File: src/rtl/wb_occf_sink_arbiter.sv
// Packet-level round-robin arbiter sharing one OCC fabric sink between g_NUM_SRC sources.
// A source owns the link from cyc rise to cyc fall; responses still in flight afterwards are drained.
module wb_occf_sink_arbiter #(
  parameter int unsigned g_NUM_SRC         = 2,
  parameter int unsigned g_ADDR_WIDTH      = 4,
  parameter int unsigned g_DATA_WIDTH      = 128,
  parameter int unsigned g_MAX_OUTSTANDING = 15
) (
  input  logic                                  clk_i,
  input  logic                                  rst_i,
  input  logic [g_NUM_SRC*g_DATA_WIDTH-1:0]     snk_dat_i,
  input  logic [g_NUM_SRC*g_ADDR_WIDTH-1:0]     snk_adr_i,
  input  logic [g_NUM_SRC*(g_DATA_WIDTH/8)-1:0] snk_sel_i,
  input  logic [g_NUM_SRC-1:0]                  snk_cyc_i,
  input  logic [g_NUM_SRC-1:0]                  snk_stb_i,
  input  logic [g_NUM_SRC-1:0]                  snk_we_i,
  output logic [g_NUM_SRC-1:0]                  snk_stall_o,
  output logic [g_NUM_SRC-1:0]                  snk_ack_o,
  output logic [g_NUM_SRC-1:0]                  snk_err_o,
  output logic [g_NUM_SRC-1:0]                  snk_rty_o,
  output logic [g_DATA_WIDTH-1:0]               src_dat_o,
  output logic [g_ADDR_WIDTH-1:0]               src_adr_o,
  output logic [g_DATA_WIDTH/8-1:0]             src_sel_o,
  output logic                                  src_cyc_o,
  output logic                                  src_stb_o,
  output logic                                  src_we_o,
  input  logic                                  src_stall_i,
  input  logic                                  src_ack_i,
  input  logic                                  src_err_i,
  input  logic                                  src_rty_i,
  output logic [g_NUM_SRC-1:0]                  grant_o,
  output logic                                  busy_o,
  output logic                                  proto_err_o
);
  localparam int unsigned SW = g_DATA_WIDTH / 8;
  localparam int unsigned IW = $clog2(g_NUM_SRC);
  localparam int unsigned CW = $clog2(g_MAX_OUTSTANDING + 1);
  localparam logic [CW-1:0] MAX_OUT  = CW'(g_MAX_OUTSTANDING);
  localparam logic [IW-1:0] LAST_RST = IW'(g_NUM_SRC - 1);
  localparam logic [g_NUM_SRC-1:0] ONE_HOT0 = {{(g_NUM_SRC-1){1'b0}}, 1'b1};

  typedef enum logic [1:0] {S_IDLE, S_GRANT, S_DRAIN} state_t;

  state_t        state;
  logic [IW-1:0] cur;
  logic [IW-1:0] last;
  logic [IW-1:0] win;
  logic [IW-1:0] cand;
  logic          found;
  logic [CW-1:0] outst;
  logic [CW-1:0] outst_nxt;
  logic          accept;
  logic          resp;
  logic          ovf;

  // Round-robin search starting just above the previous winner.
  always_comb begin
    found = 1'b0;
    win   = '0;
    cand  = '0;
    for (int unsigned i = 1; i <= g_NUM_SRC; i++) begin
      cand = IW'((32'(last) + i) % g_NUM_SRC);
      if (!found && snk_cyc_i[cand]) begin
        found = 1'b1;
        win   = cand;
      end
    end
  end

  always_comb begin
    accept    = src_stb_o & ~src_stall_i;
    resp      = (state != S_IDLE) & (src_ack_i | src_err_i | src_rty_i);
    outst_nxt = outst;
    ovf       = 1'b0;
    if (accept && !resp) begin
      if (outst == MAX_OUT) ovf = 1'b1;
      else                  outst_nxt = outst + 1'b1;
    end else if (resp && !accept && outst != '0) begin
      outst_nxt = outst - 1'b1;
    end
  end

  always_comb begin
    src_dat_o   = '0;
    src_adr_o   = '0;
    src_sel_o   = '0;
    src_cyc_o   = 1'b0;
    src_stb_o   = 1'b0;
    src_we_o    = 1'b0;
    snk_stall_o = '1;
    snk_ack_o   = '0;
    snk_err_o   = '0;
    snk_rty_o   = '0;
    case (state)
      S_GRANT: begin
        src_dat_o = snk_dat_i[cur*g_DATA_WIDTH +: g_DATA_WIDTH];
        src_adr_o = snk_adr_i[cur*g_ADDR_WIDTH +: g_ADDR_WIDTH];
        src_sel_o = snk_sel_i[cur*SW +: SW];
        // cyc stays up while strobes are outstanding so an early cyc drop hands over to DRAIN without a gap
        src_cyc_o = snk_cyc_i[cur] | (outst != '0);
        src_stb_o = snk_stb_i[cur];
        src_we_o  = snk_we_i[cur];
        snk_stall_o[cur] = src_stall_i;
        snk_ack_o[cur]   = src_ack_i;
        snk_err_o[cur]   = src_err_i;
        snk_rty_o[cur]   = src_rty_i;
      end
      S_DRAIN: src_cyc_o = 1'b1;
      default: ;
    endcase
  end

  always_ff @(posedge clk_i or posedge rst_i) begin
    if (rst_i) begin
      state       <= S_IDLE;
      cur         <= '0;
      last        <= LAST_RST;
      outst       <= '0;
      grant_o     <= '0;
      busy_o      <= 1'b0;
      proto_err_o <= 1'b0;
    end else begin
      outst       <= outst_nxt;
      proto_err_o <= ovf;
      case (state)
        S_IDLE: begin
          if (|snk_cyc_i) begin
            state   <= S_GRANT;
            cur     <= win;
            grant_o <= ONE_HOT0 << win;
            busy_o  <= 1'b1;
          end
        end
        S_GRANT: begin
          if (!snk_cyc_i[cur]) begin
            last    <= cur;
            grant_o <= '0;
            if (outst_nxt == '0) begin
              state  <= S_IDLE;
              busy_o <= 1'b0;
            end else begin
              state       <= S_DRAIN;
              proto_err_o <= 1'b1;
            end
          end
        end
        S_DRAIN: begin
          if (outst_nxt == '0) begin
            state  <= S_IDLE;
            busy_o <= 1'b0;
          end
        end
        default: state <= S_IDLE;
      endcase
    end
  end
endmodule

File: config.mk
export PLATFORM = sky130hd
export DESIGN_NAME = wb_occf_sink_arbiter
export DESIGN_NICKNAME = d
export VERILOG_FILES = /design/src/rtl/wb_occf_sink_arbiter.sv
export SDC_FILE = /design/constraint.sdc
export NUM_CORES = 1
export LEC_CHECK = 0
export ABC_AREA = 0
export CAP_MARGIN = 20
export CORE_AREA = 2 2 184 186
export CTS_CLUSTER_DIAMETER = 80
export CTS_CLUSTER_SIZE = 14
export DETAILED_ROUTE_END_ITERATION = 7
export DIE_AREA = 0 0 186 188
export HOLD_SLACK_MARGIN = 0.15
export PLACE_DENSITY_LB_ADDON = 0.2
export SYNTH_ARGS = -nofsm -noshare
export SYNTH_HDL_FRONTEND = slang
export SYNTH_SLANG_ARGS = --single-unit
File: constraint.sdc
create_clock -name clk_i -period 2.2 [get_ports clk_i]
set_input_delay 0.44 -clock clk_i [delete_from_list [all_inputs] [get_ports clk_i]]
set_output_delay 0.44 -clock clk_i [all_outputs]
set_load 0.005 [all_outputs]
==> results.tsv, run 1 <==
metric	value	unit
finalClockSkew	0.00466	ns
synth_area_leader_cell	mux2i_1	
io_pins	471	
required	1.76	ns
grt_overflow	0	
gr-usage-met3	2.80	%
holdPathStages	2	
rows	67	
p_leak	4.97	nW
synth_edf_count	0	
postSynth.asyncResetShare	100	%
placed_area	0.00876	mm2
cts_hold_buf	0	
grtUsageTotal	12.2	%
period_share	105	%
hold_viol_final	0	
fin_cells	1402	
synthTopCellsByCount	nor2_1 (156), mux2i_1 (155), clkbuf_1 (23)	
fin_ws	-0.116	ns
avgSynthCellArea	7.00	um2
grt_start_max_net_pins	46	
port_buffers	470	
clk_latency	0.24	ns
hold_path.class	reg2reg	
grt_pass1_wl	32500	um
synth_nets	764	
netlist_instances	450	
cts.sinks	12	
criticalPathCategory	reg2out	
hpwl	19500	um
relSlewSlack	66.1	%
ys_ff_latch	12	
drv_slew	0	
wl	23200	um
ff2ff_setup_slack	-0.10	ns
drive_gt1_share	14.4	%
synth.most_common_cell	nor2_1	
fp.dieW	186	um
ir_drop	0.000369	V
p_sw_share	43.3	%
cts_buffers	3	
rsz0062_at_grt	true	
avgViaCountPerCell	3.64	
yosysSeqAreaShare	9.57	%
use_met2	23.4	%
min_period	2.32	ns
drtIter0Drc	116	
maxCapViolations	0	
dieArea	0.0350	mm2
p_switching	3.80	mW
top_usage_layer	met2	
clkPwrFrac	4.3	%
run_status	complete, but fails checks	
worstHoldStart	last	
fin_nets	1269	
synthFlopType	dfrtp_1	
synth_warnings	0	
violations	setup timing	
setup_viol_count_final	10	
ys_types	41	
post-place-cells	1385	
pwr-share-seq	5.1	%
synth.top_cell.area_share	49.3	%
holdPathEnd	last	
share_comb_of_total_power	90.6	%
die_h	188	um
tns	-0.498	ns
antenna_found_initial	3	
initial_utilization	9.51	%
grt_pass1_vias	5220	
root_buffer	clkbuf_16	
syn_area	0.00315	mm2
crit_path_max_fanout	8	
core-area	0.0331	mm2
postLayoutCellArea	0.00940	mm2
timing.rr.start	cur	
clkTransAtPathRegs	0.05	ns
cts_max_level	1	
dr.pass1.iters	4	
fmax	0.432	GHz
use_met1	14.0	%
rr_worst_depth	8	
start_kind	flop	
vias	5103	
ant_nets	0	
area_delta_synth_final	199	%
diodes	0	
ys_top_cells_by_area	mux2i_1 (49%), nor2_1 (19%), dfrtp_1 (8.7%)	
clock_path_buffers	2	
cts_tree	yes	
arrival	1.88	ns
endpoint_kind	primary output	
avgRoutedWirePerCell	16.6	um
place_congestion	0.772	
post-route-drc-count	0	
power_density	933	mW/mm2
worstReg2RegEnd	state[0]	
tightest_slew	0.508	ns
internal-power	4.97	mW
[timing repair]
item,4_1_cts,5_1_grt
setup endpoints to repair,163,103
buffers inserted,3,8
pin swaps,8,9
cloned,2,1
resized for setup,138,136
[area by class of cell]
cell class              count  area (um2)
multi-input cells         387        2950
inverters                  12        57.6
repair buffers            539        5440
well taps                 448         561
fillers                  3580       23700
flip-flops and latches     12         305
clock buffers               4        88.8
[per-stage QoR]
stage	power, mW	hold WS, ns	utilization, %	worst slack, ns
2_1_floorplan	3.73	0.304	-	0.0567
3_3_place_gp	8.01	0.500	26.4	-0.482
3_5_place_dp	8.00	0.507	26.4	-0.507
4_1_cts	8.52	0.516	27.2	-0.233
5_1_grt	9.43	0.559	28.4	-0.228
6_report	8.77	0.512	28.4	-0.116
[layout by cell type, fill, tap and decap left out, drive strengths merged, types with 2 or more instances in the layout]
cell type / instances
and2: 4
nand2b: 3
ha: 6
o32ai: 2
o31ai: 2
and3: 3
clkdlybuf4s15: 9
inv: 12
a22oi: 3
nand3: 3
dlygate4sd2: 75
dlymetal6s2s: 58
clkdlybuf4s50: 317
dfrtp: 11
mux2i: 155
or3: 2
o21ai: 9
buf: 67
nor2: 156
nand2: 12
a21oi: 5
nor3: 5
clkbuf: 16
a31oi: 2
[critical path, cell delays in order (launching register included)]
cell and delay (ns):
dfrtp_4 0.52, buf_4 0.19, mux2i_2 0.20, nand2_1 0.08, a21oi_1 0.14, nor2b_1 0.06, clkdlybuf4s50_1 0.44
[sequential cells by signal, summed over array words and instances, names as in the netlist]
name,count
outst,4
last,1
state,2
cur,1
busy_o,1
grant_o,2
proto_err_o,1
[routing by layer]
metal,vias up,wire length [um]
li1,2548,-
met1,2320,9130
met2,211,12300
met3,18,1550
met4,6,179
met5,-,41
[power by group through the flow]
stage / clock, mW / combinational (mW) / sequential [mW]
final: 0.378 / 7.95 / 0.444
after CTS: 0.386 / 7.69 / 0.446
after global routing: 0.396 / 8.57 / 0.460
after floorplan: 0 / 3.32 / 0.409
after global placement: 0 / 7.57 / 0.444
after detailed placement: 0 / 7.56 / 0.436
[worst max path at each step]
stage	startpoint	endpoint	slack, ns	cells past startpoint
2_1_floorplan	state[0]	state[0]	0.06	9
3_3_place_gp	src_ack_i	state[0]	-0.48	7
3_5_place_dp	src_ack_i	state[0]	-0.51	7
4_1_cts	cur	src_dat_o[1]	-0.23	5
5_1_grt	cur	src_cyc_o	-0.23	6
6_report	cur	src_cyc_o	-0.12	6
[logic make-up (layout without fill, tap and decap cells)]
family,Yosys count,in the layout,share of synthesized area (%)
simple gates,193,193,24.8
mux,155,155,49.3
buf+inv,51,555,6.48
compound gates,32,32,7.27
flops,12,12,9.57
fa+ha+maj,6,6,2.38
xor+xnor,1,1,0.278
(Power assumes the default switching activity.)
==> run 2, diff against run 1 <==
Settings changed: ABC_CLOCK_PERIOD_IN_PS from default to 2200, CTS_CLUSTER_SIZE 14 to default.
==> results of run 2 <==
Same layout as run 1: the final DEF is identical, and so are final timing and power.
==> run 3, diff against run 2 <==
--- a/config.mk
+++ b/config.mk
@@ -7,5 +7,5 @@
 export LEC_CHECK = 0
 export ABC_AREA = 0
-export ABC_CLOCK_PERIOD_IN_PS = 2200
+export ABC_CLOCK_PERIOD_IN_PS = 2100
 export CAP_MARGIN = 20
 export CORE_AREA = 2 2 184 186
==> constraint.sdc (replaced) <==
create_clock -name clk_i -period 2.1 [get_ports clk_i]
set_input_delay 0.21 -clock clk_i [delete_from_list [all_inputs] [get_ports clk_i]]
set_output_delay 0.21 -clock clk_i [all_outputs]
set_load 0.005 [all_outputs]
==> run 3 against run 2 <==
Against the previous run: the run still ends with setup timing left; critical path type is now reg2reg; flip-flop and latch count unchanged; highest routed layer is now met4; final area shrank 0.75%; critical endpoint is now state[0]; clock-buffer cell count is the same.
==> results.tsv, run 3 (synthesis results as in run 1) <==
metric	value	unit	change
run_status	complete, but fails checks		
violations	setup timing		
ir_drop	0.000432	V	+17%
core-area	0.0331	mm2	unchanged
clock_path_buffers	2		unchanged
share_comb_of_total_power	91.2	%	+0.6 points
fillCellCount	3592		+0.34%
hold_viol_final	0		unchanged
cts.sinks	12		unchanged
grt_pass1_wl	34200	um	+5.3%
grtUsageTotal	13.1	%	+0.92 points
final_common_cell	clkdlybuf4s50_1		
clk_latency	0.24	ns	about the same
place_congestion	0.782		+1.3%
period_share	102	%	
initial_utilization	9.51	%	unchanged
drv_slew	0		unchanged
avgRoutedWirePerCell	17.0	um	+2.6%
pwr-share-seq	4.7	%	-0.4 points
internal-power	5.51	mW	+11%
whs	0.296	ns	-0.217 ns
setup_viol_count_final	3		-7
mostFrequentLayoutCells	clkdlybuf4s50_1 (315), nor2_1 (149), mux2i_1 (144)		
criticalPathCategory	reg2reg		
final_util	28.2	%	-0.21 points
relSlewSlack	66.9	%	+0.82 points
postLayoutCellArea	0.00933	mm2	-0.75%
top_regs	outst x4, grant_o x2, state x2		
hold_path.class	in2async		
clkPwrFrac	4.1	%	-0.2 points
power_density	1030	mW/mm2	+10%
grt_overflow	0		unchanged
crit_chain	buf_6, mux2i_4, or2_4, a31oi_1, a22oi_2, or4_1, o211ai_1		
fin_ws	-0.0329	ns	+0.0835 ns
p_switching	4.09	mW	+7.6%
largest_reg_flops	4		unchanged
rsz0062_at_grt	true		
fin_nets	1282		+1.0%
start_kind	flop		
antenna_found_initial	0		-3
placed_area	0.00882	mm2	+0.74%
ant_nets	0		unchanged
grt_pass1_vias	5266		+0.88%
drt-met1-wl	9480	um	+3.7%
fmax	0.469	GHz	
wl_met3	1330	um	-14%
root_buffer	clkbuf_16		
endpoint_kind	flop		
rows	67		unchanged
min_period	2.13	ns	
cpPeakStageDelay	0.51	ns	about the same
finalClockSkew	0.00353	ns	-0.00113 ns
cts_buffers	3		unchanged
clkTransAtPathRegs	0.05	ns	about the same
wl_met2	13000	um	+5.3%
cts_hold_buf	0		unchanged
drtIter0Drc	137		+18%
port_buffers	470		unchanged
dieArea	0.0350	mm2	unchanged
required	2.25	ns	+0.49 ns
dpl_worst_slack	-0.304	ns	+0.203 ns
crit_path_max_fanout	7		-1
cp_slowest_cell	dfrtp_4		
avgViaCountPerCell	3.57		-1.9%
top_register	outst		
die_h	188	um	unchanged
wl	24100	um	+3.6%
vias	5051		-1.0%
p_sw_share	42.6	%	-0.70 points
tightest_slew	0.496	ns	-0.0123 ns
area_delta_synth_final	196	%	
drive_gt1_share	15.2	%	+0.84 points
fp.dieW	186	um	unchanged
dr.pass1.iters	4		unchanged
arrival	2.29	ns	+0.41 ns
diodes	0		unchanged
grt_start_max_net_pins	25		-46%
cts_max_level	1		unchanged
maxCapViolations	0		unchanged
post-route-drc-count	0		unchanged
io_pins	471		unchanged
hpwl	20200	um	+3.6%
cts_tree	yes		
highest_layer	met4		
p_leak	4.44	nW	-11%
-- run 3: cell count changes in the layout (fill, tap and decap cells not counted), moves of 3 or more --
cell	delta
buf_12	+5
buf_16	+3
buf_4	+11
buf_6	-8
clkbuf_2	+11
clkdlybuf4s15_1	+14
dlygate4sd2_1	+25
dlymetal6s2s_1	-48
mux2i_1	+11
mux2i_2	-10
-- run 3: layout make-up --
| class | count | area, um2 | share of cell area (%) |
|---|---|---|---|
| timing repair buffer | 552 | 5460 | 58.5 |
| multi-input combinational | 387 | 2860 | 30.6 |
| sequential | 12 | 305 | 3.27 |
| clock buffer | 4 | 88.8 | 0.952 |
| inverter | 12 | 57.6 | 0.617 |
| tap | 448 | 561 | 6.01 |
-- run 3: path summary, 6_finish.rpt --
check | from | end | slack, ns | cells past startpoint
worst max-delay path | cur | state[0] | -0.03 | 7
max in group asynchronous | rst_i | cur | 1.43 | 2
worst min register to register | last | last | 0.51 | 2
min in group clk_i | last | last | 0.51 | 2
worst min-delay path | rst_i | grant_o[0] | 0.30 | 2
worst max register to register | cur | state[0] | -0.03 | 7
-- run 3: critical path, delay by kind of cell (launching register included) --
family / cells / cell delay (ns)
buffers and inverters: 1 / 0.13
AO/OA/AOI/OAI: 3 / 0.41
AND/OR/NAND/NOR: 2 / 0.79
multiplexers: 1 / 0.19
flip-flops: 1 / 0.51
-- run 3: metal layers --
metal  track usage, %  vias to the layer above
li1                 -                     2586
met1             15.2                     2260
met2             25.2                      193
met3             2.47                       12
met4             1.61                        0
met5                0                        -
-- run 3: timing repair --
action	in CTS	in global routing
setup buffers	12	7
pin swaps	11	8
resized for setup	205	93
endpoints found under the setup margin	159	37
hold endpoints to repair	0	0
gates cloned	5	0
-- run 3: per-stage QoR --
step / std cells / total power, mW / setup TNS, ns
floorplan: 450 / 3.92 / 0
global placement: 1387 / 8.54 / -1.18
detailed placement: 1387 / 8.51 / -1.05
CTS: 1408 / 9.59 / -0.0653
global route: 1415 / 10.4 / -0.329
finish: 1415 / 9.60 / -0.0611
-- run 3: power groups by stage --
stage,Sequential [mW],Clock [mW],Combinational [mW]
after floorplan,0.429,0,3.49
after global placement,0.445,0,8.09
after detailed placement,0.447,0,8.06
after CTS,0.469,0.405,8.72
after global routing,0.472,0.424,9.46
final,0.454,0.392,8.75
